--- config.mk ---
export PLATFORM = sky130hd
export DESIGN_NAME = reg_write_arbiter_flat
export DESIGN_NICKNAME = d
export VERILOG_FILES = /design/src/rtl/reg_write_arbiter_if.sv /design/src/rtl/reg_write_arbiter.sv /design/src/flat_wrapper.sv
export SDC_FILE = /design/constraint.sdc
export NUM_CORES = 1
export LEC_CHECK = 0
export BUFFER_PORTS_ARGS = -buffer_cell sky130_fd_sc_hd__buf_2
export CAP_MARGIN = 20
export CORE_ASPECT_RATIO = 0.5
export CORE_MARGIN = 5
export CORE_UTILIZATION = 49
export CTS_BUF_LIST = sky130_fd_sc_hd__clkbuf_8 sky130_fd_sc_hd__clkbuf_16
export DETAILED_ROUTE_END_ITERATION = 10
export GPL_TIMING_DRIVEN = 0
export PLACE_DENSITY = 0.76
export SYNTH_ARGS = -nofsm -noshare
export SYNTH_HDL_FRONTEND = slang
export SYNTH_SLANG_ARGS = --single-unit
--- constraint.sdc ---
create_clock -name clk -period 2 [get_ports clk]
set_input_delay 0.5 -clock clk [delete_from_list [all_inputs] [get_ports clk]]
set_output_delay 0.5 -clock clk [all_outputs]
set_load 0.1 [all_outputs]
--- src/rtl/reg_write_arbiter_if.sv ---
// reg_write_arbiter_if: request/lock/data inputs and grant/register outputs of the shared-register arbiter
interface reg_write_arbiter_if #(
    parameter int N = 4,
    parameter int W = 8
);
    logic [N-1:0]   req;
    logic [N-1:0]   lock;
    logic [N*W-1:0] din;
    logic [N-1:0]   gnt;
    logic [2:0]     owner;
    logic [W-1:0]   q;
    logic           valid;
    modport master (output req, lock, din, input gnt, owner, q, valid);
    modport slave  (input req, lock, din, output gnt, owner, q, valid);
endinterface

--- src/rtl/reg_write_arbiter.sv ---
// reg_write_arbiter: round-robin arbiter granting N requesters write access to one shared register
module reg_write_arbiter #(
    parameter int N        = 4,
    parameter int W        = 8,
    parameter int LOCK_MAX = 8
) (
    input logic clk,
    input logic reset,
    reg_write_arbiter_if.slave bus
);
    localparam int PW = $clog2(N);
    typedef enum logic {IDLE, GRANT} state_t;
    state_t        state;
    logic [PW-1:0] ptr;
    logic [PW-1:0] win;
    logic [PW-1:0] own;
    logic [7:0]    cnt;
    logic          found;
    assign own = bus.owner[PW-1:0];
    // first requester at or after ptr, wrapping
    always_comb begin
        found = 1'b0;
        win   = '0;
        for (int k = 0; k < N; k++) begin
            if (!found && bus.req[PW'((int'(ptr) + k) % N)]) begin
                found = 1'b1;
                win   = PW'((int'(ptr) + k) % N);
            end
        end
    end
    always_ff @(posedge clk) begin
        if (reset) begin
            state     <= IDLE;
            ptr       <= '0;
            cnt       <= '0;
            bus.gnt   <= '0;
            bus.owner <= '0;
            bus.q     <= '0;
            bus.valid <= 1'b0;
        end else if (state == IDLE) begin
            if (found) begin
                state     <= GRANT;
                ptr       <= (win == PW'(N - 1)) ? '0 : win + 1'b1;
                cnt       <= 8'd1;
                bus.gnt   <= N'(1) << win;
                bus.owner <= 3'(win);
                bus.q     <= bus.din[int'(win)*W +: W];
                bus.valid <= 1'b1;
            end else begin
                bus.gnt   <= '0;
                bus.valid <= 1'b0;
            end
        end else if (bus.req[own] && bus.lock[own] && cnt < 8'(LOCK_MAX)) begin
            cnt       <= cnt + 8'd1;
            bus.q     <= bus.din[int'(own)*W +: W];
            bus.valid <= 1'b1;
        end else begin
            state     <= IDLE;
            cnt       <= '0;
            bus.gnt   <= '0;
            bus.valid <= 1'b0;
        end
    end
endmodule

--- src/flat_wrapper.sv ---
// flat-port wrapper written by rule: the top's interface ports become plain ports
module reg_write_arbiter_flat 
#(
    parameter int N        = 4,
    parameter int W        = 8,
    parameter int LOCK_MAX = 8
)
  (clk, reset, bus_req, bus_lock, bus_din, bus_gnt, bus_owner, bus_q, bus_valid);
  reg_write_arbiter_if #(.N(N), .W(W)) bus_i ();
  input logic clk;
  input logic reset;
  input wire logic [$bits(bus_i.req)-1:0] bus_req;
  input wire logic [$bits(bus_i.lock)-1:0] bus_lock;
  input wire logic [$bits(bus_i.din)-1:0] bus_din;
  output wire logic [$bits(bus_i.gnt)-1:0] bus_gnt;
  output wire logic [$bits(bus_i.owner)-1:0] bus_owner;
  output wire logic [$bits(bus_i.q)-1:0] bus_q;
  output wire logic [$bits(bus_i.valid)-1:0] bus_valid;
  assign bus_i.req = bus_req;
  assign bus_i.lock = bus_lock;
  assign bus_i.din = bus_din;
  assign bus_gnt = bus_i.gnt;
  assign bus_owner = bus_i.owner;
  assign bus_q = bus_i.q;
  assign bus_valid = bus_i.valid;
  reg_write_arbiter #(.N(N), .W(W), .LOCK_MAX(LOCK_MAX)) u_core (.clk(clk), .reset(reset), .bus(bus_i));
endmodule
==> After elaboration in Yosys (flattened, before gate mapping) <==
Cells that the tools add are included.
{ "classes": {"n_mux": 37, "shift": 3, "reduce_logical": 11, "n_bitwise": 1, "n_addsub": 5, "eq_ne": 3, "order_cmp": 6} }
{ "op_table": {"columns": ["op", "count"], "rows": [
  ["$shiftx 32x6->8", 2],
  ["$mux 8", 6],
  ["$mux 1", 17],
  ["$lt 2x4->1 const B", 4],
  ["$bmux 1 s2", 6],
  ["$mux 4", 3],
  ["$mux 2", 5],
  ["$add 8x1->8 const B", 1],
  ["$lt 8x4->1 const B", 1],
  ["$logic_and 1x1->1", 5],
  ["$add 2x1->2 const B", 2],
  ["$add 2x2->2 const B", 2],
  ["$ne 2x2->1 const B", 2],
  ["$reduce_and 2->1", 2],
  ["$shl 1x2->4 const A", 1],
  ["$logic_not 1->1", 3],
  ["$lt 2x3->1 const B", 1],
  ["$eq 2x2->1 const B", 1],
  ["$reduce_bool 2->1", 1],
  ["$not 1->1", 1]
]} }
{ "word_totals": {"regBits": 25, "output_inout_bits": 16, "wordCells": 72} }

==> Logic depth before layout (Yosys ltp) <==
Gate-level depths: netlist of the first run.
{ "depth": {"ltp_word": 16, "depth_mapped": 8} }

==> Worst setup path before layout of the first run <==
OpenSTA, ideal clock, no wires.
{ "synth_path": {"path_type": "flip-flop to flip-flop", "from": "register u_core.bus.valid (netlist name)", "to": "register u_core.bus.q[4]", "required_ns": 1.881, "arrival_time_ns": 2.260, "period_less_slack_ns": 2.379, "setup_time_ns": 0.119, "path_slack_ns": -0.379, "stages_incl_launch_ff": 7, "path_cell_list": "dfxtp_1 > or4b_1 > nor3_2 > o211a_1 > buf_6 > nor3_2 > a32o_2"} }
{ "synth_lines": {"columns": ["element", "line_no", "text"], "rows": [
  ["end signal, assigned", "reg_write_arbiter.sv:47", "bus.q <= bus.din[int'(win)*W +: W];"],
  ["end signal, assigned", "reg_write_arbiter.sv:55", "bus.q <= bus.din[int'(own)*W +: W];"],
  ["end, declared", "reg_write_arbiter_if.sv:14", "modport slave (input req, lock, din, output gnt, owner, q, valid);"]
]} }

==> reports/qor.yml, run 1 <==
timing:
  setup_violations: 0
  holdWs_ns: 0.4660
  finalHoldViolCount: 0
  finClkSkew_ns: 0.003004
  period_share_pct: 94.81
  timing.slew.headroom_pct: 57.20
  period_minus_slack_ns: 1.896
  worst_pin_slew_ns: 0.6385
  rsz0062_at_grt: "no"
  fmaxAchievable_ghz: 0.5274
  layout_setup_ws_ns: 0.1037
  maxSlewViolCount: 0
worst_setup_path:
  slowest_stage: "dfxtp_4"
  critPathBufInv: 1
  required_ns: 2.17
  critPathLaunchType: "flop"
  cp.arrival_ns: 2.07
  path_cells: "clkbuf_1, or2_0, o31ai_4, o21ai_0, a32o_2"
  cp-end-kind: "flop"
  cp_max_fo: 10
  cpPeakStageDelay_ns: 0.38
  reg2reg_slack_ns: 0.10
  path_class: "reg2reg"
  crit_family: "compound AO/OA/AOI/OAI gates"
synth:
  synth-edff-count: 0
  ys_seq_elements: 25
  netlist_instances: 181
  syn_nets: 228
  synth_compound_area_share_pct: 33.25
  synth_cell_types: 52
  async_reset_ff_share_pct: 0
  synthAdderAreaFrac_pct: 3.987
  synth_xor_area_share_pct: 0
  synth_area_um2: 1569
  synth.area.mux_share_pct: 0
  yosys_warnings: 0
  synth_simple_gate_area_share_pct: 23.13
  yosys_most_used_dff: "dfxtp_1"
  avgSynthCellArea_um2: 8.669
  synth_seq_area_share_pct: 31.90
  synth_top_family_by_area: "compound AO/OA/AOI/OAI gates"
route:
  drt_iter0_markers: 102
  topRoutingLayerUsed: "met4"
  detail-route-antenna-nets: 0
  dr.pass1.iters: 5
  wl_met2_um: 1890
  routed_via_density: 5.851
  routedWlPerCell_um: 14.84
  wl_met3_um: 266
  met1_length_um: 1966
  drc_errors: 0
  wl_um: 4169
  vias: 1644
pwr:
  clkPwrFrac_pct: 17.4
  p_seq_share_pct: 33.5
  p_int_mw: 0.9515
  power.leakage_nw: 0.8544
  power.density_nw_per_um2: 905.0
  p_sw_mw: 0.8400
  p_comb_share_pct: 49.1
  switching_share_pct: 46.89
  p_total_mw: 1.791
  vdd_drop_max_v: 0.0005955
clock_network:
  cts_sinks: 25
  numCtsBuffers: 3
  tritoncts: "built"
  cts_max_level: 1
  root_buffer: "clkbuf_8"
  clock_latency_ns: 0.27
  clkTransAtPathRegs_ns: 0.09
  cts_buffer_depth: 2
  cts_hold_buf: 0
final_layout:
  antenna_cells: 0
  syn_to_final_growth_pct: 26.16
  multi_input_area_um2: 970.9
  drive_above_1_share_pct: 35.27
  seqCellArea_um2: 508.0
  final_nets: 289
  nFillCells: 270
placed_design:
  post-dp-hpwl_um: 3118
  place.port_buffers: 54
  gp_congestion: 0.8778
  post-place-ws_ns: -0.1508
global_routing:
  antenna_found_initial: 0
  grt_overflow: 0
  first_global_vias: 1467
  grt_max_degree: 16
  grt_pass1_wl_um: 6762
  track_usage_pct: 17.81
run:
  maxCapViolations: 0
die:
  coreArea_um2: 3030
  start_util_pct: 51.78
  fp.dieW_um: 90.03
  fp.dieArea_um2: 4503
  die_y_um: 50.02
  num_rows: 14
  ios: 58
outcome:
  status: "completed"
hold_path:
  min-delay-path-class: "reg2reg"
through the flow:
stage | TNS, ns | area [um2] | utilization [%] | cells
after floorplan | 0 | 1575 | - | 181
after CTS | 0 | 1943 | 64.12 | 279
after global routing | 0 | 1979 | 65.32 | 281
after detailed placement | -0.8840 | 1896 | 62.55 | 275
after global placement | -0.9387 | 1896 | 62.55 | 275
final | 0 | 1979 | 65.32 | 281
layer usage:
metal	up-vias	global-route usage [%]
met5	-	0
met1	764	23.40
met2	52	28.64
met3	6	5.167
li1	822	-
met4	0	4.703
synth_stat cells, drive strengths merged (4+ instances only):
| library cell | count | area, um2 |
|---|---|---|
| o211ai | 9 | 67.56 |
| a32o | 8 | 82.58 |
| buf | 10 | 80.07 |
| nand2b | 4 | 25.02 |
| a22oi | 5 | 37.54 |
| clkbuf | 6 | 26.28 |
| nand2 | 9 | 33.78 |
| ha | 5 | 62.56 |
| dfxtp | 25 | 500.5 |
| a21oi | 5 | 25.02 |
| o21ai | 12 | 63.81 |
| a31oi | 8 | 50.05 |
| nor4 | 9 | 71.32 |
| o31ai | 9 | 72.57 |
| nor2 | 12 | 47.55 |
| nand3 | 11 | 55.05 |
layout by cell type (no fill, tap or decap), types with 4 or more instances in the layout:
cell type / n
o211ai_1: 9
a22oi_1: 5
nor4_1: 8
nand2b_1: 4
a31oi_1: 8
a32o_1: 6
o31ai_1: 8
ha_1: 5
clkbuf_1: 5
nand2_1: 9
buf_4: 5
o21ai_1: 4
nor2_1: 11
buf_6: 4
a21oi_1: 5
o21ai_0: 7
nand3_1: 11
dfxtp_1: 21
buf_2: 55
power groups by stage:
stage | combinational (mW) | clock, mW | sequential, mW
after floorplan | 0.364 | 0 | 0.932
after global placement | 0.852 | 0 | 0.609
after detailed placement | 0.860 | 0 | 0.610
after CTS | 0.864 | 0.315 | 0.599
after global routing | 0.936 | 0.343 | 0.610
final | 0.879 | 0.312 | 0.600
registers in the layout, indices dropped and copies added, names as in the netlist:
| name | cells |
|---|---|
| u_core.cnt | 8 |
| u_core.ptr | 2 |
| u_core.bus.owner | 2 |
| u_core.bus.gnt | 4 |
| u_core.bus.q | 8 |
| u_core.bus.valid | 1 |
final cells by class:
type	instances	share of cell area, %
multi-input cells	137	49.05
clock buffers	3	2.086
clock inverters	1	0.3161
well taps	40	2.528
plain buffers	16	5.373
repair buffers	56	14.41
inverters	3	0.5689
flip-flops and latches	25	25.66
repair_timing:
item,4_1_cts,5_1_grt
setup buffers,0,2
endpoints found under the setup margin,0,6
resized for setup,0,3
final timing paths:
check,startpoint,to,cells past startpoint
worst max-delay path,u_core.bus.valid,u_core.bus.q[4],5
worst min-delay path,u_core.cnt[4],u_core.cnt[4],1
worst max register to register,u_core.bus.valid,u_core.bus.q[4],5
worst min register to register,u_core.cnt[4],u_core.cnt[4],1
kinds of logic (layout without fill, tap and decap cells):
family | after synthesis | in the layout
buffers and inverters | 19 | 79
adders and majority gates | 5 | 5
AOI/OAI and AO/OA | 68 | 68
other | 1 | 1
and+or+nand+nor | 63 | 63
DFF | 25 | 25
(Power assumes the default switching activity.)
==> run 2: changes to the inputs <==
--- a/config.mk
+++ b/config.mk
@@ -5,15 +5,16 @@
 export SDC_FILE = /design/constraint.sdc
 export NUM_CORES = 1
 export LEC_CHECK = 0
+export ABC_AREA = 1
 export BUFFER_PORTS_ARGS = -buffer_cell sky130_fd_sc_hd__buf_2
 export CAP_MARGIN = 20
 export CORE_ASPECT_RATIO = 0.5
 export CORE_MARGIN = 5
-export CORE_UTILIZATION = 49
+export CORE_UTILIZATION = 47
 export CTS_BUF_LIST = sky130_fd_sc_hd__clkbuf_8 sky130_fd_sc_hd__clkbuf_16
 export DETAILED_ROUTE_END_ITERATION = 10
 export GPL_TIMING_DRIVEN = 0
-export PLACE_DENSITY = 0.76
+export PLACE_DENSITY = 0.74
 export SYNTH_ARGS = -nofsm -noshare
 export SYNTH_HDL_FRONTEND = slang
 export SYNTH_SLANG_ARGS = --single-unit
==> constraint.sdc (replaced) <==
create_clock -name clk -period 1.6 [get_ports clk]
set_input_delay 0.4 -clock clk [delete_from_list [all_inputs] [get_ports clk]]
set_output_delay 0.4 -clock clk [all_outputs]
set_load 0.1 [all_outputs]
==> run 2 against run 1 <==
The run now ends with negative setup slack left. Critical path depth rose by 11. Die area rose by 25%. Worst setup slack got worse by 0.41 ns. Cell count rose by 50%. Via count rose by 28%. Register-to-register slack got worse by 0.41 ns. Synthesized cell count rose by 61%. Largest power group unchanged. Clock-buffer cell count did not move. Total power rose to 3.9 times the previous value. Highest routed layer unchanged. Utilization rose by 3.5 points.
==> reports/qor.yml, run 2 <==
outcome:
  status: "finished with violations"
  violations: "negative setup slack"
global_routing:
  first_global_vias: 2025
  grt_overflow: 0
  antenna_found_initial: 0
  grt_max_degree: 14
  track_usage_pct: 18.30
  grt_pass1_wl_um: 8618
route:
  vias: 2108
  routed_via_density: 4.995
  wl_um: 5473
  dr.pass1.iters: 4
  drt_iter0_markers: 99
  routedWlPerCell_um: 12.97
  drc_errors: 0
  detail-route-antenna-nets: 0
die:
  start_util_pct: 49.46
  coreArea_um2: 3964
  fp.dieArea_um2: 5642
  die_y_um: 55.67
  num_rows: 16
  ios: 58
  fp.dieW_um: 101.3
clock_network:
  numCtsBuffers: 3
  cts_hold_buf: 0
  cts_buffer_depth: 2
  cts_max_level: 1
  tritoncts: "built"
  clkTransAtPathRegs_ns: 0.09
  root_buffer: "clkbuf_8"
  cts_sinks: 25
  clock_latency_ns: 0.27
final_layout:
  nFillCells: 338
  syn_to_final_growth_pct: 39.06
  drive_above_1_share_pct: 45.92
  design_area_um2: 2726
  layout_commonest_cell: "nand2_1"
  seqCellArea_um2: 519.2
  antenna_cells: 0
  utilization_pct: 68.78
  layout_common_cells: "nand2_1, buf_2, inv_1, nand3_1, nand3_2"
  reg_top3: "u_core.bus.q: 8 flops, u_core.cnt: 8 flops, u_core.bus.gnt: 4 flops"
  multi_input_area_um2: 1321
  final_nets: 416
placed_design:
  post-place-ws_ns: -0.3884
  gp_congestion: 0.9051
  place.port_buffers: 56
  post-dp-hpwl_um: 3811
  place_area_um2: 2365
worst_setup_path:
  critPathBufInv: 3
  crit_family: "simple AND/OR/NAND/NOR gates"
  cp.arrival_ns: 2.08
  path_cells: "buf_6, nand2_2, nand2_2, nand2_2, nand2_4, nor2_8, nand3_4, nand3_4, nand2_8, buf_6, nand3_1, nand2_1, nand2_1, nand3_1, nand2_1, inv_1"
  critPathLaunchType: "flop"
  cp-end-kind: "flop"
  cp_max_fo: 6
  path_class: "reg2reg"
  required_ns: 1.77
  cpPeakStageDelay_ns: 0.40
  slowest_stage: "dfxtp_4"
timing:
  fmaxAchievable_ghz: 0.5250
  finClkSkew_ns: 0.007209
  fin_tns_setup_ns: -4.875
  setup_violations: 23
  rsz0062_at_grt: "yes"
  period_share_pct: 119.1
  holdWs_ns: 0.3775
  period_minus_slack_ns: 1.905
  layout_setup_ws_ns: -0.3048
  finalHoldViolCount: 0
  maxSlewViolCount: 0
pwr:
  p_int_mw: 2.990
  p_comb_share_pct: 80.1
  p_seq_share_pct: 14.6
  switching_share_pct: 57.38
  p_sw_mw: 4.027
  clkPwrFrac_pct: 5.3
  vdd_drop_max_v: 0.001445
  power.leakage_nw: 1.467
  power.density_nw_per_um2: 2574
synth:
  yosys_most_used_dff: "dfxtp_1"
  synth_most_common_cell: "nand2_1"
  synth_seq_area_share_pct: 25.53
  synth-edff-count: 0
  ys_seq_elements: 25
  synth_top_area_share_pct: 25.53
  yosys.area.top_type: "dfxtp_1"
  ys_top_cells_by_count: "nand2_1, inv_1, nand3_1"
  netlist_instances: 292
  synth_area_leaders: "dfxtp_1, nand2_1, nand3_1"
  syn_nets: 339
  synth_cell_types: 27
  synth_area_um2: 1961
  async_reset_ff_share_pct: 0
  avgSynthCellArea_um2: 6.714
  yosys_warnings: 0
hold_path:
  min-delay-path-class: "in2reg"
run:
  maxCapViolations: 0
-- run 2: changes by cell type after synthesis, moves of 9 or more --
cell / change
nand3_2: +19
o211ai_1: -9
inv_1: +45
nand2_1: +65
a21oi_1: +12
nand3_1: +37
-- run 2: worst paths after layout --
kind | start | slack, ns | cells after the start | to
worst max register to register | u_core.ptr[0] | -0.30 | 16 | u_core.bus.q[2]
worst max-delay path | u_core.ptr[0] | -0.30 | 16 | u_core.bus.q[2]
worst min-delay path | reset | 0.38 | 2 | u_core.cnt[6]
worst min register to register | u_core.cnt[6] | 0.46 | 2 | u_core.cnt[6]
-- run 2: cell type report --
cell class | count | area share [%]
clock inverter | 1 | 0.1377
multi-input combinational | 203 | 48.46
timing repair buffer | 72 | 17.03
buffer | 8 | 2.799
sequential | 25 | 19.05
inverter | 56 | 8.536
clock buffer | 3 | 1.514
tap | 54 | 2.478
-- run 2: cells by family after synthesis --
logic type,Yosys count,share of synthesized area [%]
other,1,0.1913
AND/OR/NAND/NOR,166,47.35
flip-flops,25,25.53
AO/OA/AOI/OAI,30,7.913
buffers and inverters,65,15.83
adder cells (fa/ha/maj),5,3.191
-- run 2: routing by layer --
layer | share of wire (%) | routed length [um] | global-route usage, %
met2 | 49 | 2687 | 32.16
met5 | 0 | 0 | 0
met3 | 6.5 | 355 | 4.506
met4 | 0.33 | 18 | 2.273
met1 | 44 | 2411 | 23.15
-- run 2: power groups by stage --
| stage | logic, mW | registers, mW | clock network (mW) |
|---|---|---|---|
| 6_report | 5.62 | 1.02 | 0.370 |
| 3_3_place_gp | 4.38 | 0.988 | 0 |
| 3_5_place_dp | 4.46 | 0.993 | 0 |
| 4_1_cts | 5.18 | 0.982 | 0.379 |
| 2_1_floorplan | 2.70 | 2.02 | 0 |
| 5_1_grt | 6.05 | 1.05 | 0.397 |
-- run 2: what timing repair did --
action                     CTS  global route
pin swaps                   17            20
resized for setup           26            23
buffers inserted            11             3
cloned                       1             2
setup endpoints to repair   22            25
-- run 2: metrics by stage --
stage / total power [mW] / cells
finish: 7.017 / 422
CTS: 6.545 / 418
detailed placement: 5.453 / 402
floorplan: 4.715 / 292
global placement: 5.367 / 402
global route: 7.494 / 422
==> run 3: changes to the inputs <==
--- a/config.mk
+++ b/config.mk
@@ -10,11 +10,12 @@
 export CAP_MARGIN = 20
 export CORE_ASPECT_RATIO = 0.5
 export CORE_MARGIN = 5
-export CORE_UTILIZATION = 47
+export CORE_UTILIZATION = 46
 export CTS_BUF_LIST = sky130_fd_sc_hd__clkbuf_8 sky130_fd_sc_hd__clkbuf_16
 export DETAILED_ROUTE_END_ITERATION = 10
 export GPL_TIMING_DRIVEN = 0
-export PLACE_DENSITY = 0.74
+export PLACE_DENSITY = 0.72
 export SYNTH_ARGS = -nofsm -noshare
 export SYNTH_HDL_FRONTEND = slang
 export SYNTH_SLANG_ARGS = --single-unit
+export TNS_END_PERCENT = 20
==> run 3 against run 2 <==
Worst hold slack got worse by 0.014 ns. The flow still finishes with violations (negative setup slack). Cell count increased by 0.24%. Critical path type unchanged. Global-route usage increased by 0.73 points. Clock-buffer cell count unchanged. Largest power group unchanged. Sequential power about the same. Die area increased by 1.9%. Highest routed layer unchanged. Critical endpoint unchanged. Largest cell class unchanged.
==> reports/qor.yml, run 3 (synthesis gave the netlist of run 2 again) <==
worst_setup_path:
  path_class: "reg2reg"
  slowest_stage: "dfxtp_4"
  critPathBufInv: 3
  cp-end-kind: "flop"
  cpMostUsedCell: "nand2_4"
  cpPeakStageDelay_ns: 0.39
  path_cells: "buf_6, nand2_4, nand2_4, nand2_4, nand2_4, nor2_8, nand3_4, nand3_4, nand2_8, buf_6, nand3_1, nand2_1, nand2_1, nand3_1, nand2_1, inv_1"
  critPathLaunchType: "flop"
  cp.arrival_ns: 2.04
  crit_family: "simple AND/OR/NAND/NOR gates"
  required_ns: 1.78
  cp_max_fo: 6
final_layout:
  seqCellArea_um2: 516.7
  antenna_cells: 0
  reg_top3: "u_core.bus.q: 8 flops, u_core.cnt: 8 flops, u_core.bus.gnt: 4 flops"
  final_nets: 417
  layout_commonest_cell: "buf_2"
  syn_to_final_growth_pct: 39.31
  multi_input_area_um2: 1313
  drive_above_1_share_pct: 45.80
  nFillCells: 347
  layout_common_cells: "buf_2, nand2_1, inv_1, nand3_1, nand3_2"
timing:
  period_share_pct: 116.1
  rsz0062_at_grt: "yes"
  setup_violations: 22
  layout_setup_ws_ns: -0.2574
  fmaxAchievable_ghz: 0.5384
  finClkSkew_ns: 0.002595
  period_minus_slack_ns: 1.857
  finalHoldViolCount: 0
  maxSlewViolCount: 0
global_routing:
  grt_pass1_wl_um: 8914
  first_global_vias: 2087
  track_usage_pct: 19.04
  grt_overflow: 0
  antenna_found_initial: 0
  grt_max_degree: 16
placed_design:
  place.port_buffers: 56
  gp_congestion: 0.8650
  post-dp-hpwl_um: 3899
  post-place-ws_ns: -0.3968
die:
  fp.dieW_um: 102.3
  ios: 58
  num_rows: 16
  fp.dieArea_um2: 5747
  coreArea_um2: 4004
  die_y_um: 56.17
  start_util_pct: 48.97
route:
  dr.pass1.iters: 4
  vias: 2079
  routed_via_density: 4.915
  routedWlPerCell_um: 12.48
  wl_met3_um: 335
  topRoutingLayerUsed: "met4"
  drt_iter0_markers: 87
  wl_met2_um: 2550
  wl_um: 5281
  met1_length_um: 2356
  drc_errors: 0
  detail-route-antenna-nets: 0
pwr:
  p_total_mw: 6.998
  vdd_drop_max_v: 0.001532
  power.leakage_nw: 1.492
  power.density_nw_per_um2: 2562
run:
  maxCapViolations: 0
hold_path:
  min-delay-path-class: "in2reg"
outcome:
  status: "finished with violations"
  violations: "negative setup slack"
clock_network:
  cts_sinks: 25
  clock_latency_ns: 0.27
  cts_buffer_depth: 2
  clkTransAtPathRegs_ns: 0.09
  cts_hold_buf: 0
  cts_max_level: 1
  numCtsBuffers: 3
  root_buffer: "clkbuf_8"
  tritoncts: "built"
==> run 3: where the power goes <==
part           total, mW  switching (mW)  leakage (nW)  internal (mW)
Sequential          1.02           0.179         0.208          0.840
Clock              0.381           0.204        0.0217          0.177
Combinational       5.60            3.57          1.26           2.02
==> run 3: worst reg2reg max path, stage by stage, from the launching register on <==
cell     delay (ns)
dfxtp_4        0.39
buf_6          0.15
nand2_4        0.06
nand2_4        0.06
nand2_4        0.07
nand2_4        0.06
nor2_8         0.13
nand3_4        0.13
nand3_4        0.13
nand2_8        0.09
buf_6          0.15
nand3_1        0.06
nand2_1        0.07
nand2_1        0.06
nand3_1        0.07
nand2_1        0.07
inv_1          0.03
==> run 3: cell type report <==
type                            count  share of cell area [%]
Multi-Input combinational cell    202                   48.05
Clock buffer                        3                   1.512
Inverter                           56                   8.337
Clock inverter                      1                  0.2749
Sequential cell                    25                   18.92
Timing Repair Buffer               74                   17.50
Tap cell                           54                   2.474
Buffer                              8                   2.932
==> run 3: what timing repair did <==
action                                 in CTS  in global routing
endpoints found under the hold margin       0                  0
setup endpoints to repair                  22                 25
gates cloned                                2                  0
resized for setup                          25                 25
setup buffers                              12                  4
pin swaps                                  23                 17
==> run 3: final timing paths <==
kind                               startpoint              end  slack [ns]  depth (start not counted)
worst min register to register  u_core.cnt[5]    u_core.cnt[5]        0.45                          2
worst max register to register  u_core.ptr[0]  u_core.bus.q[2]       -0.26                         16
worst min-delay path                    reset    u_core.cnt[5]        0.36                          2
worst max-delay path            u_core.ptr[0]  u_core.bus.q[2]       -0.26                         16
==> run 3: layer usage <==
layer / track usage (%) / up-vias
met3: 4.631 / 6
met5: 0 / -
li1: - / 1079
met2: 32.50 / 52
met1: 24.40 / 942
met4: 3.551 / 0
==> run 3: through the flow <==
stage	setup TNS (ns)	utilization, %	hold WS, ns	cell area (um2)	std cells
after CTS	-5.341	65.69	0.3497	2630	420
after global placement	-4.824	59.00	0.4327	2362	402
final	-3.681	68.22	0.3636	2731	423
after floorplan	-1.052	-	0.4218	2014	292
after global routing	-6.941	68.22	0.3658	2731	423
after detailed placement	-5.433	59.00	0.4420	2362	402
